`config.mk`:
```
export PLATFORM = sky130hd
export DESIGN_NAME = arp_rx_parser
export DESIGN_NICKNAME = d
export VERILOG_FILES = /design/src/rtl/arp_rx_parser.sv
export SDC_FILE = /design/constraint.sdc
export NUM_CORES = 1
export LEC_CHECK = 0
export CORE_MARGIN = 5
export CORE_UTILIZATION = 50
export DETAILED_ROUTE_END_ITERATION = 12
export PLACE_DENSITY = 0.81
export SETUP_SLACK_MARGIN = 0.3
export SKIP_LAST_GASP = 1
export SLEW_MARGIN = 25
export SYNTH_ARGS = -nofsm -noshare
export SYNTH_HDL_FRONTEND = slang
export SYNTH_SLANG_ARGS = --single-unit
```
`constraint.sdc`:
```
create_clock -name clk -period 9.1 [get_ports clk]
set_input_delay 2.275 -clock clk [delete_from_list [all_inputs] [get_ports clk]]
set_output_delay 2.275 -clock clk [all_outputs]
set_load 0.005 [all_outputs]
```
`src/rtl/arp_rx_parser.sv`:
```
// arp_rx_parser: MII (nibble) receive-side ARP reply filter.
// Assembles bytes high nibble first, checks the Ethernet/ARP header against
// the station addresses, and reports each frame with one arp_valid or
// arp_drop pulse. On accept it latches the sender MAC/IP.
// Build option: define ARP_RX_CRC_CHECK_EN to add CRC-32 FCS checking;
// without it the FCS bytes are only counted.
module arp_rx_parser #(
    parameter logic [47:0] LOCAL_MAC = 48'hAC162D0B5AA2,
    parameter logic [31:0] LOCAL_IP  = 32'hC0A80090
) (
    input  logic        clk,
    input  logic        rst,
    input  logic        rx_dv,
    input  logic        rx_er,
    input  logic [3:0]  rx_data,
    output logic        arp_valid,
    output logic        arp_drop,
    output logic [47:0] sender_mac,
    output logic [31:0] sender_ip
);

    typedef enum logic [1:0] {IDLE, PRE, BODY, WAIT_END} state_t;

    state_t      state_r;
    logic        armed_r;      // rx_dv seen low since reset release
    logic        prev_a_r;     // previous preamble nibble was 0xA
    logic        phase_r;      // 0: expecting high nibble, 1: low nibble
    logic [3:0]  hi_nib_r;
    logic [6:0]  byte_idx_r;
    logic        dst_local_r;  // destination matches LOCAL_MAC so far
    logic        dst_bcast_r;  // destination is all-ones so far
    logic [47:0] cand_mac_r;
    logic [31:0] cand_ip_r;
    logic        res_pend_r;
    logic        res_ok_r;

    logic [7:0]  cur_byte_s;
    logic [7:0]  mac_byte_s;
    logic [7:0]  ip_byte_s;
    logic [1:0]  ip_sel_s;
    logic        dst_local_next_s;
    logic        dst_bcast_next_s;
    logic        byte_ok_s;
    logic        crc_ok_s;
    logic        end_ok_s;

`ifdef ARP_RX_CRC_CHECK_EN
    logic [31:0] crc_r;
    logic [31:0] crc_next_s;

    // CRC-32, MSB-aligned register, data bits fed LSB first (Ethernet order)
    function automatic logic [31:0] crc_byte(input logic [31:0] crc_in, input logic [7:0] data);
        logic [31:0] c;
        logic        fb;
        c = crc_in;
        for (int i = 0; i < 8; i++) begin
            fb = c[31] ^ data[i];
            c  = {c[30:0], 1'b0} ^ (fb ? 32'h04C11DB7 : 32'h00000000);
        end
        return c;
    endfunction
`endif

    // Byte assembly, per-byte header comparison and end-of-frame verdict
    always_comb begin
        cur_byte_s = {hi_nib_r, rx_data};
        case (byte_idx_r[2:0])
            3'd0:    mac_byte_s = LOCAL_MAC[47:40];
            3'd1:    mac_byte_s = LOCAL_MAC[39:32];
            3'd2:    mac_byte_s = LOCAL_MAC[31:24];
            3'd3:    mac_byte_s = LOCAL_MAC[23:16];
            3'd4:    mac_byte_s = LOCAL_MAC[15:8];
            3'd5:    mac_byte_s = LOCAL_MAC[7:0];
            default: mac_byte_s = 8'h00;
        endcase
        // byte 38 is the first TPA byte; 38 mod 4 = 2
        ip_sel_s = byte_idx_r[1:0] - 2'd2;
        case (ip_sel_s)
            2'd0:    ip_byte_s = LOCAL_IP[31:24];
            2'd1:    ip_byte_s = LOCAL_IP[23:16];
            2'd2:    ip_byte_s = LOCAL_IP[15:8];
            2'd3:    ip_byte_s = LOCAL_IP[7:0];
            default: ip_byte_s = 8'h00;
        endcase
        dst_local_next_s = dst_local_r & (cur_byte_s == mac_byte_s);
        dst_bcast_next_s = dst_bcast_r & (cur_byte_s == 8'hFF);
        case (byte_idx_r)
            7'd0, 7'd1, 7'd2, 7'd3, 7'd4, 7'd5:
                     byte_ok_s = dst_local_next_s | dst_bcast_next_s;
            7'd12:   byte_ok_s = (cur_byte_s == 8'h08);
            7'd13:   byte_ok_s = (cur_byte_s == 8'h06);
            7'd14:   byte_ok_s = (cur_byte_s == 8'h00);
            7'd15:   byte_ok_s = (cur_byte_s == 8'h01);
            7'd16:   byte_ok_s = (cur_byte_s == 8'h08);
            7'd17:   byte_ok_s = (cur_byte_s == 8'h00);
            7'd18:   byte_ok_s = (cur_byte_s == 8'h06);
            7'd19:   byte_ok_s = (cur_byte_s == 8'h04);
            7'd20:   byte_ok_s = (cur_byte_s == 8'h00);
            7'd21:   byte_ok_s = (cur_byte_s == 8'h02);
            7'd38, 7'd39, 7'd40, 7'd41:
                     byte_ok_s = (cur_byte_s == ip_byte_s);
            default: byte_ok_s = 1'b1;
        endcase
`ifdef ARP_RX_CRC_CHECK_EN
        crc_next_s = crc_byte(crc_r, cur_byte_s);
        crc_ok_s   = (crc_r == 32'hC704DD7B);
`else
        crc_ok_s   = 1'b1;
`endif
        end_ok_s = (phase_r == 1'b0) && (byte_idx_r >= 7'd64) && crc_ok_s;
    end

    // Receive FSM, capture registers and registered result pulses
    always_ff @(posedge clk or posedge rst) begin
        if (rst) begin
            state_r     <= IDLE;
            armed_r     <= 1'b0;
            prev_a_r    <= 1'b0;
            phase_r     <= 1'b0;
            hi_nib_r    <= 4'h0;
            byte_idx_r  <= 7'd0;
            dst_local_r <= 1'b0;
            dst_bcast_r <= 1'b0;
            cand_mac_r  <= 48'h0;
            cand_ip_r   <= 32'h0;
            res_pend_r  <= 1'b0;
            res_ok_r    <= 1'b0;
            arp_valid   <= 1'b0;
            arp_drop    <= 1'b0;
            sender_mac  <= 48'h0;
            sender_ip   <= 32'h0;
`ifdef ARP_RX_CRC_CHECK_EN
            crc_r       <= 32'hFFFFFFFF;
`endif
        end else begin
            arp_valid  <= 1'b0;
            arp_drop   <= 1'b0;
            res_pend_r <= 1'b0;
            if (!rx_dv) begin
                armed_r <= 1'b1;
            end
            if (res_pend_r) begin
                if (res_ok_r) begin
                    arp_valid  <= 1'b1;
                    sender_mac <= cand_mac_r;
                    sender_ip  <= cand_ip_r;
                end else begin
                    arp_drop <= 1'b1;
                end
            end
            case (state_r)
                IDLE: begin
                    if (rx_dv && armed_r) begin
                        state_r  <= PRE;
                        prev_a_r <= (rx_data == 4'hA);
                    end
                end
                PRE: begin
                    if (!rx_dv) begin
                        state_r    <= IDLE;
                        res_pend_r <= 1'b1;
                        res_ok_r   <= 1'b0;
                    end else if (rx_er) begin
                        state_r <= WAIT_END;
                    end else if (rx_data == 4'hA) begin
                        prev_a_r <= 1'b1;
                    end else if ((rx_data == 4'hB) && prev_a_r) begin
                        state_r     <= BODY;
                        phase_r     <= 1'b0;
                        byte_idx_r  <= 7'd0;
                        dst_local_r <= 1'b1;
                        dst_bcast_r <= 1'b1;
`ifdef ARP_RX_CRC_CHECK_EN
                        crc_r       <= 32'hFFFFFFFF;
`endif
                    end else begin
                        state_r <= WAIT_END;
                    end
                end
                BODY: begin
                    if (!rx_dv) begin
                        state_r    <= IDLE;
                        res_pend_r <= 1'b1;
                        res_ok_r   <= end_ok_s;
                    end else if (rx_er) begin
                        state_r <= WAIT_END;
                    end else if (!phase_r) begin
                        hi_nib_r <= rx_data;
                        phase_r  <= 1'b1;
                    end else begin
                        phase_r     <= 1'b0;
                        dst_local_r <= dst_local_next_s;
                        dst_bcast_r <= dst_bcast_next_s;
                        if (byte_idx_r != 7'd127) begin
                            byte_idx_r <= byte_idx_r + 7'd1;
                        end
`ifdef ARP_RX_CRC_CHECK_EN
                        crc_r <= crc_next_s;
`endif
                        if ((byte_idx_r >= 7'd22) && (byte_idx_r <= 7'd27)) begin
                            cand_mac_r <= {cand_mac_r[39:0], cur_byte_s};
                        end
                        if ((byte_idx_r >= 7'd28) && (byte_idx_r <= 7'd31)) begin
                            cand_ip_r <= {cand_ip_r[23:0], cur_byte_s};
                        end
                        if (!byte_ok_s) begin
                            state_r <= WAIT_END;
                        end
                    end
                end
                WAIT_END: begin
                    if (!rx_dv) begin
                        state_r    <= IDLE;
                        res_pend_r <= 1'b1;
                        res_ok_r   <= 1'b0;
                    end
                end
                default: state_r <= IDLE;
            endcase
        end
    end

endmodule
```
==> out/results.txt, run 1 <==
total power - 2.05 mW
post-synthesis sequential area ratio - 58.3%
cell area after synthesis - 7820 um^2
Slew Limit Fails - 0
Pre-antenna DRT Iters - 4
initial antenna violation count - 0
TritonCTS Sinks - 182
via count - 4767
total track usage - 18.5%
status - finished, final reports clean
Yosys top cell area share - 58.3%
DRT Wirelength - 16000 um
number of H-tree levels - 4
CTS Buf Count - 17
fin crit share - 50.9%
Final setup violation count - 0
P per Cell Area - 217 nW/um^2
leakage - 4.51 nW
slowest CP cell - nor4_4
area leader, netlist - dfrtp_1
Hold WS - 501 ps
Skew-Pair Late Insertion Delay - 420 ps
final worst setup slack - 4470 ps
family with the most delay on the worst path - simple AND/OR/NAND/NOR gates
yosys warns - 0
total negative setup slack - 0 ps
synth top area cells - dfrtp_1 (58%), mux2_2 (22%), mux2_1 (1.3%)
placed inst area - 8860 um^2
worst slew pin tran - 966 ps
Placed Cells - 834
CTS tree - built
CP Launch Type - primary input
routed len/inst - 18.4 um
vias in the first global route - 4977
n_diodes - 0
fin area - 9430 um^2
Netlist cell types - 69
Arr. time, crit path - 4940 ps
area grow syn2layout - 20.6%
global route overflow - 0
first-pass GRT wire length - 26700 um
Final Hold Viols - 0
fin util - 61.8%
Starting DRT DRC Count - 253
peak per-stage delay on the critical path - 710 ps
Crit Path Category - primary input to register
worst-path fanout max - 22
largest net degree at the start of global routing - 103
Post-synth EDFFs - 0
Seq cells post-synth - 182
Mapped Nets - 574
Post-CTS Setup Bufs - 0
Antenna Nets Post-Route - 0
min Tclk post-route - 4630 ps
Post-route DRC - 0
Worst Setup End Kind - register
routability cong. - 0.889
Die Height - 135 um
DIE AREA - 18200 um^2
CTS Buffer Depth - 2
row count - 45
clock slew at reported path FFs - 60 ps
# IOs - 90
clk_skew - 9.97 ps
Die W - 135 um
Post-CTS Resized - 0
RSZ-0062 raised after global routing - no
Peak supply drop - 0.000154 V
Top FF cell, synth - dfrtp_1
Cell Count, Final, Fillers Out - 866
max cap viols - 0
Mapped Avg Cell Area - 14.0 um^2
worst min path class - register to register
Gate Count Post-Synth - 560
Place WS - 4040 ps
relative slew slack - 35.6%
post-cts hold buffer count - 0
fill count - 1145
critical path buffer and inverter count - 2
Post-DP HPWL - 10800 um
fmax - 216 MHz
drt via density - 5.50
CORE AREA - 15300 um^2
CP cell instances - clkdlybuf4s50_1 -> nand2b_2 -> nor2_4 -> nand2_1 -> nor4_4 -> buf_4 -> mux2_2
Starting Density - 51.2%
Synth async-reset ratio - 100%
layout cell share with drive strength beyond 1 - 32.1%
Worst Path Required - 9400 ps
Root Driver - clkbuf_16
fin nets - 656
IO Port Bufs - 89
## final cells by class
type	count	area, um^2	share of cell area, %
flip-flops and latches	182	4550	48.3
well taps	211	264	2.80
clock inverters	13	123	1.30
repair buffers	93	925	9.81
inverters	18	72.6	0.770
multi-input cells	330	3040	32.3
clock buffers	19	443	4.70
## sequential cells by signal, indices dropped and copies added, names as in the netlist
register and cells:
hi_nib_r 4, phase_r 1, arp_valid 1, dst_bcast_r 1, sender_ip 32, sender_mac 48, state_r 2, arp_drop 1
armed_r 1, byte_idx_r 7, res_ok_r 1, dst_local_r 1, cand_mac_r 48, res_pend_r 1, prev_a_r 1, cand_ip_r 32
## path summary, 6_finish.rpt
kind                       depth (start not counted)                          to                 startpoint  slack (ps)
hold reg to reg                                    1   cand_ip_r[30]$_DFFE_PP0P_  cand_ip_r[30]$_DFFE_PP0P_         500
min in group asynchronous                          2  sender_mac[38]$_DFFE_PP0P_                        rst        2400
hold / removal                                     1   cand_ip_r[30]$_DFFE_PP0P_  cand_ip_r[30]$_DFFE_PP0P_         500
setup / recovery                                   7   cand_ip_r[22]$_DFFE_PP0P_                      rx_dv        4470
setup reg to reg                                   9      state_r[0]$_DFFE_PP0P_  byte_idx_r[1]$_DFFE_PP0P_        6280
max in group asynchronous                          3   cand_ip_r[19]$_DFFE_PP0P_                        rst        5470
## per-layer routing
metal	up-vias	share of wire (%)	global-route usage (%)
li1	2177	-	-
met1	2460	44	24.1
met2	109	51	30.4
met3	21	4.0	4.17
met4	0	1.6	7.00
met5	-	0	0
## synth_stat cells (all sizes together) (6+ instances only)
| cell | number |
|---|---|
| mux2 | 165 |
| o21ai | 11 |
| inv | 18 |
| ha | 6 |
| dfrtp | 182 |
| nand2 | 12 |
| nor2 | 18 |
| nand2b | 8 |
| buf | 26 |
| nand3 | 10 |
| xnor2 | 7 |
| nor4 | 7 |
## cell usage in the layout, fill, tap and decap left out, drive strengths merged, types with 8 or more instances in the layout
master,netlist,routed
nor2,18,18
clkdlybuf4s50,0,89
o21ai,11,11
nand2,12,12
mux2,165,165
dfrtp,182,182
clkbuf,4,19
nand2b,8,8
inv,18,21
nand3,10,10
## worst reg2reg max path: stages, from the launching register on
cell      delay (ps)
dfrtp_1          430
inv_1            250
ha_1             390
nor2_1           150
o22ai_1          410
a221oi_1         200
mux2_1           350
nor4_2           210
a22oi_1          170
mux2i_1          150
## report_power, final
group	leakage, nW	switching (mW)	internal [mW]
registers	2.51	0.106	0.860
logic	1.72	0.212	0.174
clock network	0.277	0.309	0.388
## cell families after synthesis
kind of cell | Yosys count | share of synthesized area [%]
AND/OR/NAND/NOR | 87 | 6.75
multiplexers | 170 | 24.4
XOR/XNOR | 10 | 1.12
AO/OA/AOI/OAI | 57 | 5.43
flip-flops | 182 | 58.3
buffers and inverters | 48 | 3.07
adder cells (fa/ha/maj) | 6 | 0.960
No activity file was read; power rests on OpenSTA's default activity.
==> run 2: changes to the inputs <==
==> constraint.sdc (replaced) <==
create_clock -name clk -period 4.39 [get_ports clk]
set_input_delay 1.0975 -clock clk [delete_from_list [all_inputs] [get_ports clk]]
set_output_delay 1.0975 -clock clk [all_outputs]
set_load 0.005 [all_outputs]
==> run 2 against run 1 <==
  * Clock power up 120%
  * Core utilization up 0.56 points
  * Sequential cell count unchanged
  * Clock skew down 0.73 ps
  * Sequential share of layout area down 0.43 points
  * First-iteration DRC count up 13%
  * Via count down 0.59%
  * Count of clock-buffer cells in the layout up 4
  * Global-route usage up 0.37 points
  * Combinational power up 110%
  * Non-clock buffer count up 4
  * Critical path depth up 1
  * Largest cell class unchanged
==> out/results.txt, run 2 (same netlist as run 1, synthesis figures left out) <==
status - finished, final reports clean
most frequent cells in the layout - dfrtp_1 (182), mux2_2 (156), clkdlybuf4s50_1 (89)
Final Hold Viols - 0 (unchanged)
CP Launch Type - primary input
CTS tree - built
IO Port Bufs - 89 (unchanged)
CTS Buffer Depth - 2 (unchanged)
worst slew pin tran - 928 ps (-37.8 ps)
Post-DP HPWL - 10700 um (-1.1%)
initial antenna violation count - 0 (unchanged)
Slew Limit Fails - 0 (unchanged)
P per Cell Area - 455 nW/um^2 (+110%)
post-cts hold buffer count - 0 (unchanged)
worst-path fanout max - 11 (-50%)
total track usage - 18.8% (+0.37 points)
Root Driver - clkbuf_16
clock slew at reported path FFs - 60 ps (about the same)
Skew-Pair Late Insertion Delay - 420 ps (about the same)
max cap viols - 0 (unchanged)
fmax - 307 MHz
area grow syn2layout - 21.7%
Critical path origin - rx_data[2]
fin crit share - 74.1%
fin area - 9510 um^2 (+0.90%)
Die W - 135 um (unchanged)
via count - 4739 (-0.59%)
clk_skew - 9.24 ps (-0.728 ps)
Post-CTS Resized - 0 (unchanged)
DRT Wirelength - 16100 um (+0.63%)
number of H-tree levels - 4 (unchanged)
n_diodes - 0 (unchanged)
vias in the first global route - 5090 (+2.3%)
fin nets - 660 (+0.61%)
total negative setup slack - 0 ps (unchanged)
first-pass GRT wire length - 27300 um (+2.3%)
worst min path class - register to register
Antenna Nets Post-Route - 0 (unchanged)
relative slew slack - 37.6% (+2.0 points)
Die Height - 135 um (unchanged)
most common cell after layout, fill and taps aside - dfrtp_1
TritonCTS Sinks - 182 (unchanged)
DIE AREA - 18200 um^2 (unchanged)
Peak supply drop - 0.000296 V (+92%)
global route overflow - 0 (unchanged)
Largest regs - cand_mac_r x48, sender_mac x48
CORE AREA - 15300 um^2 (unchanged)
Final setup violation count - 0 (unchanged)
slowest CP cell - clkdlybuf4s50_1
Crit Path Category - primary input to register
Starting Density - 51.2% (unchanged)
layout cell share with drive strength beyond 1 - 32.2% (+0.11 points)
Arr. time, crit path - 3550 ps (-1390 ps)
routability cong. - 0.900 (+1.3%)
hold_sp - cand_ip_r[31]$_DFFE_PP0P_
drt via density - 5.45 (-1.0%)
# IOs - 90 (unchanged)
CP cell instances - clkdlybuf4s50_1 -> or3b_4 -> nor4_4 -> o22a_1 -> a21boi_4 -> nand4_1 -> xnor2_1 -> nor2_1
row count - 45 (unchanged)
Worst Path Required - 4680 ps (-4720 ps)
CTS Buf Count - 17 (unchanged)
RSZ-0062 raised after global routing - no
routed len/inst - 18.5 um (+0.17%)
Worst R2R Start - byte_idx_r[1]$_DFFE_PP0P_
peak per-stage delay on the critical path - 620 ps (-90 ps)
largest net degree at the start of global routing - 183 (+78%)
min Tclk post-route - 3250 ps
Post-route DRC - 0 (unchanged)
Post-CTS Setup Bufs - 0 (unchanged)
Worst Setup End Kind - register
Starting DRT DRC Count - 286 (+13%)
Pre-antenna DRT Iters - 4 (unchanged)
placed inst area - 8890 um^2 (+0.38%)
leakage - 4.54 nW (+0.74%)
==> run 2: final timing paths <==
check | to | slack [ps] | cells after the start
setup / recovery | byte_idx_r[4]$_DFFE_PP0P_ | 1140 | 8
hold / removal | cand_ip_r[31]$_DFFE_PP0P_ | 500 | 1
setup reg to reg | state_r[0]$_DFFE_PP0P_ | 1420 | 9
hold reg to reg | cand_ip_r[31]$_DFFE_PP0P_ | 500 | 1
max in group asynchronous | byte_idx_r[1]$_DFFE_PP0P_ | 2420 | 4
min in group asynchronous | sender_mac[38]$_DFFE_PP0P_ | 1110 | 3
==> run 2: stage by stage <==
step	util (%)	std cells	hold WS (ps)	setup slack, ps	power [mW]
after detailed placement	58.3	837	485	718	2.83
final	62.3	870	500	1140	4.33
after floorplan	-	560	424	956	2.60
after global placement	58.3	837	466	814	2.82
after global routing	62.3	870	516	993	4.55
after CTS	62.1	869	503	1160	4.35
==> run 2: critical path, delay by kind of cell <==
family / cells / cell delay [ps]
and+or+nand+nor: 4 / 1150
buffers and inverters: 1 / 620
AOI/OAI and AO/OA: 2 / 490
xor gates and xnor gates: 1 / 180
==> run 2: metal layers <==
metal / GRT usage, % / wire length, um / vias to the layer above
met2: 30.5 / 7960 / 105
met3: 4.77 / 708 / 22
met5: 0 / 0 / -
li1: - / - / 2191
met1: 25.1 / 7140 / 2421
met4: 6.10 / 247 / 0
==> run 2: final cells by class <==
cell class | instances | area (um^2)
Fill cell | 1140 | 5750
Sequential cell | 182 | 4550
Multi-Input combinational cell | 330 | 3040
Timing Repair Buffer | 97 | 983
Clock buffer | 23 | 478
Tap cell | 211 | 264
Clock inverter | 9 | 115
Inverter | 18 | 71.3
==> run 2: where the power goes <==
group	switching, mW	total (mW)	internal, mW	leakage [nW]
Clock	0.622	1.51	0.889	0.284
Combinational	0.458	0.824	0.366	1.74
Sequential	0.207	1.99	1.78	2.51
==> run 3: changes to the inputs <==
==> constraint.sdc (replaced) <==
create_clock -name clk -period 3.3 [get_ports clk]
set_input_delay 0.825 -clock clk [delete_from_list [all_inputs] [get_ports clk]]
set_output_delay 0.825 -clock clk [all_outputs]
set_load 0.005 [all_outputs]
==> run 3 against run 2 <==
  * Sequential cell count stayed put
  * Via count is 2.4% higher
  * Cell count grew 1.3%
  * Critical path depth rose by 2
  * Core utilization is 0.62 points higher
  * Critical path type is now register to register
  * Largest cell class unchanged
  * Largest power group unchanged
==> out/results.txt, run 3 (same netlist as run 1, synthesis figures left out) <==
final worst setup slack - 425 ps (-713 ps)
Post-CTS Resized - 0 (unchanged)
via count - 4852 (+2.4%)
placed inst area - 9020 um^2 (+1.4%)
Antenna Nets Post-Route - 0 (unchanged)
fin util - 63.0% (+0.62 points)
# IOs - 90 (unchanged)
max cap viols - 0 (unchanged)
TritonCTS Sinks - 182 (unchanged)
row count - 45 (unchanged)
Final Hold Viols - 0 (unchanged)
total track usage - 18.9% (about the same)
worst slew pin tran - 871 ps (-57.2 ps)
Die Height - 135 um (unchanged)
Crit Path Category - register to register
Pre-antenna DRT Iters - 5 (+1)
clk_skew - 11.1 ps (+1.84 ps)
Post-DP HPWL - 11500 um (+7.4%)
most frequent cells in the layout - dfrtp_1 (182), mux2_2 (156), clkdlybuf4s50_1 (89)
leakage - 4.60 nW (+1.3%)
Die W - 135 um (unchanged)
Slew Limit Fails - 0 (unchanged)
post-cts hold buffer count - 0 (unchanged)
largest net degree at the start of global routing - 83 (-55%)
IO Port Bufs - 89 (unchanged)
Skew-Pair Late Insertion Delay - 420 ps (about the same)
routability cong. - 0.875 (-2.8%)
total power - 5.75 mW (+33%)
Peak supply drop - 0.000404 V (+37%)
area grow syn2layout - 22.9%
Post-route DRC - 0 (unchanged)
worst-path fanout max - 7 (-4)
Place WS - 274 ps (-443 ps)
drt via density - 5.51 (+1.1%)
fin crit share - 87.1%
fill count - 1148 (+0.70%)
CTS tree - built
fmax - 348 MHz
fin area - 9610 um^2 (+1.0%)
critical path buffer and inverter count - 2 (+1)
fin nets - 671 (+1.7%)
initial antenna violation count - 0 (unchanged)
Starting Density - 51.2% (unchanged)
status - finished, final reports clean
first-pass GRT wire length - 27200 um (-0.12%)
slowest CP cell - mux2_1
vias in the first global route - 5130 (+0.79%)
clock slew at reported path FFs - 70 ps (about the same)
Root Driver - clkbuf_16
Largest regs - cand_mac_r x48, sender_mac x48
Arr. time, crit path - 3180 ps (-370 ps)
CP Launch Type - register
relative slew slack - 41.9% (+4.3 points)
DIE AREA - 18200 um^2 (unchanged)
Final setup violation count - 0 (unchanged)
CTS Buffer Depth - 2 (unchanged)
most common cell after layout, fill and taps aside - dfrtp_1
DRT Wirelength - 16300 um (+1.5%)
n_diodes - 0 (unchanged)
layout cell share with drive strength beyond 1 - 33.7% (+1.6 points)
worst min path class - register to register
Post-CTS Setup Bufs - 0 (unchanged)
CP cell instances - inv_1 -> ha_1 -> nor2_2 -> o22ai_1 -> buf_4 -> a221oi_1 -> mux2_1 -> nor4_4 -> a22oi_1 -> mux2i_1
RSZ-0062 raised after global routing - no
Worst Setup End Kind - register
CTS Buf Count - 17 (unchanged)
CORE AREA - 15300 um^2 (unchanged)
total negative setup slack - 0 ps (unchanged)
number of H-tree levels - 4 (unchanged)
global route overflow - 0 (unchanged)
min Tclk post-route - 2880 ps
family with the most delay on the worst path - compound AO/OA/AOI/OAI gates
peak per-stage delay on the critical path - 450 ps (-170 ps)
Worst Path Required - 3600 ps (-1080 ps)
P per Cell Area - 599 nW/um^2 (+32%)
routed len/inst - 18.5 um (+0.18%)
Starting DRT DRC Count - 346 (+21%)
## run 3: changes by cell type in the layout (fill, tap and decap cells not counted), sizes merged
| cell | before | now |
|---|---|---|
| clkinvlp | 3 | 2 |
| inv | 19 | 21 |
| clkbuf | 23 | 21 |
| clkinv | 3 | 5 |
| bufinv | 2 | 1 |
| buf | 8 | 19 |
## run 3: final timing paths
path                                                 from                    endpoint  slack [ps]  cells past startpoint
max in group asynchronous                             rst     hi_nib_r[3]$_DFFE_PP0P_        1750                      3
worst max-delay path            byte_idx_r[1]$_DFFE_PP0P_      state_r[0]$_DFFE_PP0P_         420                     10
min in group asynchronous                             rst  sender_mac[46]$_DFFE_PP0P_         790                      2
worst min register to register  cand_ip_r[30]$_DFFE_PP0P_   cand_ip_r[30]$_DFFE_PP0P_         490                      1
worst max register to register  byte_idx_r[1]$_DFFE_PP0P_      state_r[0]$_DFFE_PP0P_         420                     10
worst min-delay path            cand_ip_r[30]$_DFFE_PP0P_   cand_ip_r[30]$_DFFE_PP0P_         490                      1
## run 3: power breakdown
part | switching (mW) | internal [mW] | total (mW)
combinational | 0.643 | 0.520 | 1.16
clock | 0.853 | 1.10 | 1.95
sequential | 0.271 | 2.37 | 2.64
## run 3: worst register-to-register path, stage by stage, from the launching register on
cell and delay, ps:
dfrtp_1 440, inv_1 190, ha_1 340, nor2_2 200, o22ai_1 100, buf_4 170
a221oi_1 330, mux2_1 450, nor4_4 220, a22oi_1 170, mux2i_1 150
## run 3: layout make-up
type / instances / area (um^2) / area share [%]
sequential: 182 / 4550 / 47.4
multi-input combinational: 330 / 3060 / 31.8
timing repair buffer: 108 / 1080 / 11.3
clock buffer: 21 / 460 / 4.79
tap: 211 / 264 / 2.75
clock inverter: 11 / 114 / 1.19
inverter: 18 / 71.3 / 0.742
## run 3: routing by layer
layer	track usage, %	vias to the layer above	wire length, um
met2	32.4	136	8330
met3	4.77	21	670
met1	23.5	2488	6960
li1	-	2207	-
met4	5.99	0	330
met5	0	-	0
## run 3: per-stage QoR
stage	hold WS, ps	cells
floorplan	424	560
global placement	472	849
detailed placement	483	849
CTS	499	881
global route	515	881
finish	493	881
